## src/rtl/periph_pkg.sv

```systemverilog
// Shared constants and types for the memory-mapped peripherals on the data bus.
package periph_pkg;

    typedef logic [31:0] word_t;

    localparam word_t TIMER_BASE  = 32'h4000_0000;

    localparam word_t OFF_TH      = 32'h0000_0000;
    localparam word_t OFF_TL      = 32'h0000_0004;
    localparam word_t OFF_TCON    = 32'h0000_0008;
    localparam word_t OFF_CNT     = 32'h0000_000C;
    localparam word_t OFF_SYSTICK = 32'h0000_0010;

    localparam int TCON_RUN = 0;
    localparam int TCON_IE  = 1;
    localparam int TCON_ST  = 2;

endpackage

```

## src/rtl/timer_irq_source.sv

```systemverilog
// Memory-mapped interval timer raising irq on counter overflow.
// Define TIMER_SYSTICK_EN to add a free-running read-only SYSTICK at +0x10.
module timer_irq_source
    import periph_pkg::*;
#(
    parameter word_t BASE_ADDR = TIMER_BASE,
    parameter int    TCON_W    = 3
) (
    input  logic        clk,
    input  logic        reset,
    input  logic        rd,
    input  logic        wr,
    input  logic [31:0] addr,
    input  logic [31:0] wdata,
    output logic [31:0] rdata,
    input  logic        in_kernel,
    output logic        irq
);

    word_t              th;
    word_t              tl;
    word_t              cnt;
    logic [TCON_W-1:0]  tcon;
    logic [TCON_W-1:0]  tcon_nxt;

    word_t off;
    word_t word_idx;
    logic  sel_th;
    logic  sel_tl;
    logic  sel_tcon;
    logic  sel_cnt;
    logic  overflow;

    // Byte offsets are reduced to word indices so addr[1:0] never affects decode.
    always_comb begin
        off      = addr - BASE_ADDR;
        word_idx = off >> 2;
        sel_th   = (word_idx == (OFF_TH   >> 2));
        sel_tl   = (word_idx == (OFF_TL   >> 2));
        sel_tcon = (word_idx == (OFF_TCON >> 2));
        sel_cnt  = (word_idx == (OFF_CNT  >> 2));
    end

    assign overflow = tcon[TCON_RUN] && (tl == '1);

    // A bus write to TCON overrides the status set by a coincident overflow.
    always_comb begin
        tcon_nxt = tcon;
        if (wr && sel_tcon) begin
            tcon_nxt = wdata[TCON_W-1:0];
        end else if (overflow && tcon[TCON_IE]) begin
            tcon_nxt[TCON_ST] = 1'b1;
        end
    end

    always_ff @(posedge clk) begin
        if (reset) begin
            th   <= '0;
            tl   <= '0;
            cnt  <= '0;
            tcon <= '0;
            irq  <= 1'b0;
        end else begin
            if (wr && sel_th) begin
                th <= wdata;
            end

            if (wr && sel_tl) begin
                tl <= wdata;
            end else if (tcon[TCON_RUN]) begin
                tl <= overflow ? th : tl + 32'd1;
            end

            if (overflow) begin
                cnt <= cnt + 32'd1;
            end

            tcon <= tcon_nxt;
            irq  <= tcon[TCON_IE] & tcon[TCON_ST] & ~in_kernel;
        end
    end

`ifdef TIMER_SYSTICK_EN
    word_t systick;
    logic  sel_systick;

    assign sel_systick = (word_idx == (OFF_SYSTICK >> 2));

    always_ff @(posedge clk) begin
        if (reset) begin
            systick <= '0;
        end else begin
            systick <= systick + 32'd1;
        end
    end
`endif

    always_comb begin
        rdata = '0;
        if (rd) begin
            if (sel_th) begin
                rdata = th;
            end else if (sel_tl) begin
                rdata = tl;
            end else if (sel_tcon) begin
                rdata = {{(32-TCON_W){1'b0}}, tcon};
            end else if (sel_cnt) begin
                rdata = cnt;
            end
`ifdef TIMER_SYSTICK_EN
            else if (sel_systick) begin
                rdata = systick;
            end
`endif
        end
    end

endmodule

```

## config.mk

```make
export PLATFORM = sky130hd
export DESIGN_NAME = timer_irq_source
export DESIGN_NICKNAME = d
export VERILOG_FILES = /design/src/rtl/periph_pkg.sv /design/src/rtl/timer_irq_source.sv
export SDC_FILE = /design/constraint.sdc
export NUM_CORES = 1
export LEC_CHECK = 0
export BUFFER_PORTS_ARGS = -buffer_cell sky130_fd_sc_hd__buf_2
export CAP_MARGIN = 20
export CORE_ASPECT_RATIO = 0.75
export CORE_UTILIZATION = 30
export DETAILED_ROUTE_END_ITERATION = 12
export HOLD_SLACK_MARGIN = 0.02
export PLACE_DENSITY = 0.54
export SYNTH_ARGS = -nofsm -noshare
export SYNTH_HDL_FRONTEND = slang
export SYNTH_SLANG_ARGS = --single-unit
```

## constraint.sdc

```tcl
create_clock -name clk -period 6.4 [get_ports clk]
set_input_delay 0 -clock clk [delete_from_list [all_inputs] [get_ports clk]]
set_output_delay 0 -clock clk [all_outputs]
set_load 0.01 [all_outputs]
```

Yosys cells after proc, flatten, opt, wreduce, memory -nomap -nowiden
Index checks and enable logic that the tools add are counted.
Widths: inputs -> output; s select.

storage, ports and cells
  flip-flop bits (word level) = 100
  bits of input ports = 69
  output and inout bits = 33

cells by class
  add/subtract/negate cells = 3
  equal/unequal tests = 4
  multiplexer cells = 10
  bitwise gates (word level) = 3
  reductions and logical operators = 8

operators with widths
  operator                number
  $mux 32                 8
  $add 32x1->32 const B   2
  $eq 30x2->1 const B     2
  $eq 32x32->1 const B    1
  $logic_not 32->1        1
  $sub 32x31->32 const B  1
  $eq 30x1->1 const B     1
  $logic_and 1x1->1       5
  $reduce_bool 2->1       2
  $and 1x1->1             2
  $mux 1                  2
  $not 1->1               1

Depth between registers and ports, before layout
  word-level depth = 7
  mapped depth = 8
  mapped depth without buffers = 6

Worst setup path after synthesis
OpenSTA, ideal clock, no wires.

  path type = register to register
  start point = register tl[0]
  end point = register cnt[5]
  library setup time = 0.070 ns
  arrival time = 2.258 ns
  path slack = 4.072 ns
  stages on the path, launching flop included = 9
  period minus slack after synthesis = 2.328 ns
  path through = dfxtp_1 > ha_1 > and4_1 > buf_2 > nand2_2 > or4_4 > buf_6 > or4_1 > a21oi_1

on the way
  longest elaborated chain between the ends = 2

ends and longest elaborated chain
  item                    line                    source
  from (decl)             timer_irq_source.sv:21  word_t tl;
  from (signal assigned)  timer_irq_source.sv:69  tl <= wdata;
  from (signal assigned)  timer_irq_source.sv:71  tl <= overflow ? th : tl + 32'd1;
  $eq 32x32->1            timer_irq_source.sv:44  assign overflow = tcon[TCON_RUN] && (tl == '1);
  $logic_and 1x1->1       timer_irq_source.sv:44
  to (signal assigned)    timer_irq_source.sv:75  cnt <= cnt + 32'd1;
  to (decl)               timer_irq_source.sv:22  word_t cnt;

No other way between the ends.
A chain may end at the register's enable or synchronous reset.

Worst setup path in the final report
  start point = register tl[20]
  end point = register cnt[23]

The elaborated chain is that of the path after synthesis.

==> impl_metrics.yaml <==
finish:
  area_delta_synth_final_pct: 20.0
  final_cells: 1192
  final_core_util: 0.371
  stdcell_area_um2: 7600
  nFillCells: 2221
  drive_above_1_share: 0.168
  multiInputGateArea_um2: 3990
  regArea_um2: 2000
  nets: 976
  antenna_cells: 0
yosys:
  synth.avg_cell_area_um2: 7.70
  async_flop_share: 0
  ys_seq_elements: 100
  syn_inst: 823
  synth-edff-count: 0
  synth_ff_type: "dfxtp_1"
  yosysWarnings: 0
  netlist_area_um2: 6340
  syn_nets: 894
  synth-seq-area-share: 0.316
  ys_types: 61
clocking:
  cts-resized-gates: 0
  cts.sinks: 100
  cts_buffer_depth: 2
  cts_tree: "built"
  cts_root_buf: "clkbuf_16"
  cts.clk_slew.worst_paths_ns: 0.07
  hold_buffers: 33
  h-tree-depth: 3
  cts_setup_buffers: 0
  numCtsBuffers: 9
  worstSkewPairLatency_ns: 0.36
worst_setup_path:
  crit_chain: "nand4_1, nor3_1, nand4_1, nor4_1, mux2_2"
  r2r-start: "tl[20]$_SDFFE_PP0P_"
  r2r-end: "cnt[23]$_SDFFE_PP0P_"
  arrival_ns: 3.83
  crit_top_cell: "nand4_1"
  rr_worst_depth: 5
  ff2ff_setup_slack_ns: 2.82
  required_ns: 6.65
  end_kind: "register"
  cp_max_fo: 15
  path_class: "reg2reg"
  critPathLaunch: "tl[20]$_SDFFE_PP0P_"
  slowest_delay_ns: 0.87
  start_kind: "register"
  slowest_stage: "nor3_1"
power_and_ir_drop:
  clock_power_share: 0.454
  p_sw_uw: 307
  p_seq_frac: 0.485
  powerDensity_nw_per_um2: 169
  peakVddDrop_v: 0.000140
  p_leak_uw: 0.00260
  cellInternalPower_uw: 976
  pwr-share-comb: 0.062
  swShare: 0.239
route:
  wl_per_cell_um: 19.2
  drc: 0
  drt-initial-drc-count: 628
  dr.pass1.iters: 7
  route.antenna.remaining_nets: 0
  vias_per_cell: 5.71
  routed_wl_mm: 22.8
  num_vias: 6811
timing:
  period_needed_ns: 3.58
  layout_setup_ws_ns: 2.82
  setup_viol: 0
  min_period_over_period: 0.560
  worst_clock_skew_ns: 0.0126
  fmax_ghz: 0.279
  slew_violations: 0
  hold_viol: 0
  tightest_slew_ns: 1.14
  setup_tns_ns: 0
  relSlewSlack: 0.236
  rsz0062_at_grt: "false"
hold_path:
  hold_class: "in2reg"
  hp-start: "wr"
  whs_path_depth: 5
  min_to: "tcon[1]$_SDFFE_PP0P_"
global_routing:
  antenna_found_initial: 0
  grt_max_degree: 65
  grt_remaining_overflow: 0
  grt_pass1_vias: 6107
  grt_pass1_wl_mm: 35.6
  grtUsageTotal: 0.212
flow_run:
  max_cap_violations: 0
floorplanning:
  rows: 45
  core_area_um2: 20500
  die_area_um2: 21700
  ios: 102
  die_h_um: 128
  start_util: 0.309
  die_x_um: 170
placed_design:
  post-place-cells: 1141
  gp_congestion: 0.861
  hpwlAfterDp_mm: 15.8
  placed_area_um2: 6940
  dpl_worst_slack_ns: 3.02
  port_buffers: 99
status:
  status: "complete, no violations"
## logic make-up (layout without fill, tap and decap cells)
family,Yosys count,count (layout),synth area share
XOR/XNOR,15,15,0.0207
adder cells (fa/ha/maj),2,2,0.00395
flip-flops,100,100,0.316
AO/OA/AOI/OAI,176,176,0.198
AND/OR/NAND/NOR,396,396,0.318
buffers and inverters,82,169,0.0575
multiplexers,52,52,0.0853
## metal layers
metal,global-route usage,part of all wire
met1,0.325,0.49
met2,0.301,0.41
met3,0.0398,0.085
met4,0.0429,0.013
met5,0,0
## cell usage after synthesis (19+ instances only)
library cell  number  share of area
nor2_1           136          0.081
dfxtp_1          100           0.32
nand2_1           59          0.035
clkbuf_1          49          0.029
mux2i_1           36          0.057
a2111oi_0         30          0.041
nand3_1           28          0.022
nand4_1           28          0.028
nor3_1            28          0.022
nor4_1            25          0.025
a21oi_1           23          0.018
o21ai_0           22          0.017
or4_1             19          0.023
## layout make-up
| class | instances | share of cell area |
|---|---|---|
| timing repair buffer | 142 | 0.119 |
| sequential | 100 | 0.263 |
| clock inverter | 6 | 0.00938 |
| clock buffer | 10 | 0.0314 |
| multi-input combinational | 641 | 0.525 |
| tap | 282 | 0.0464 |
| inverter | 11 | 0.00543 |
## how the worst max path moves through the flow
| stage | slack (ns) | cells past startpoint | to |
|---|---|---|---|
| final | 2.82 | 5 | cnt[23]$_SDFFE_PP0P_ |
| after floorplan | 4.07 | 8 | cnt[5]$_SDFFE_PP0P_ |
| after detailed placement | 3.02 | 5 | cnt[23]$_SDFFE_PP0P_ |
| after global placement | 3.02 | 5 | cnt[26]$_SDFFE_PP0P_ |
| after CTS | 3.00 | 5 | cnt[23]$_SDFFE_PP0P_ |
| after global routing | 2.80 | 5 | cnt[22]$_SDFFE_PP0P_ |
## per-stage QoR
stage,hold slack (ns),power (uW)
after floorplan,0.0766,665
after global placement,0.168,699
after detailed placement,0.174,700
after CTS,0.136,1300
after global routing,0.171,1330
final,0.150,1280
## flip-flops by register name (all words and copies together) (netlist names)
name,cells
cnt,32
irq,1
tcon,3
th,32
tl,32
## power by group through the flow
stage / registers [uW] / clock network [uW] / logic (uW)
after floorplan: 636 / 0 / 28.4
after global placement: 636 / 0 / 62.9
after detailed placement: 636 / 0 / 63.8
after CTS: 622 / 596 / 79.2
after global routing: 621 / 622 / 86.1
final: 622 / 582 / 79.0
## layout by cell type (no fill, tap or decap), types with 28 or more instances in the layout
cell           netlist  final
nor2_1             136    136
dfxtp_1            100    100
buf_2               12     99
nand2_1             59     59
mux2i_1             36     36
dlygate4sd3_1        0     33
a2111oi_0           30     30
nand4_1             28     28
nand3_1             28     28
nor3_1              28     28
## worst max-delay path, delay by kind of cell (launching register included)
| kind | cells | cell delay (ns) |
|---|---|---|
| and+or+nand+nor | 4 | 2.59 |
| muxes | 1 | 0.38 |
| DFF | 1 | 0.51 |
(Power assumes the default switching activity.)
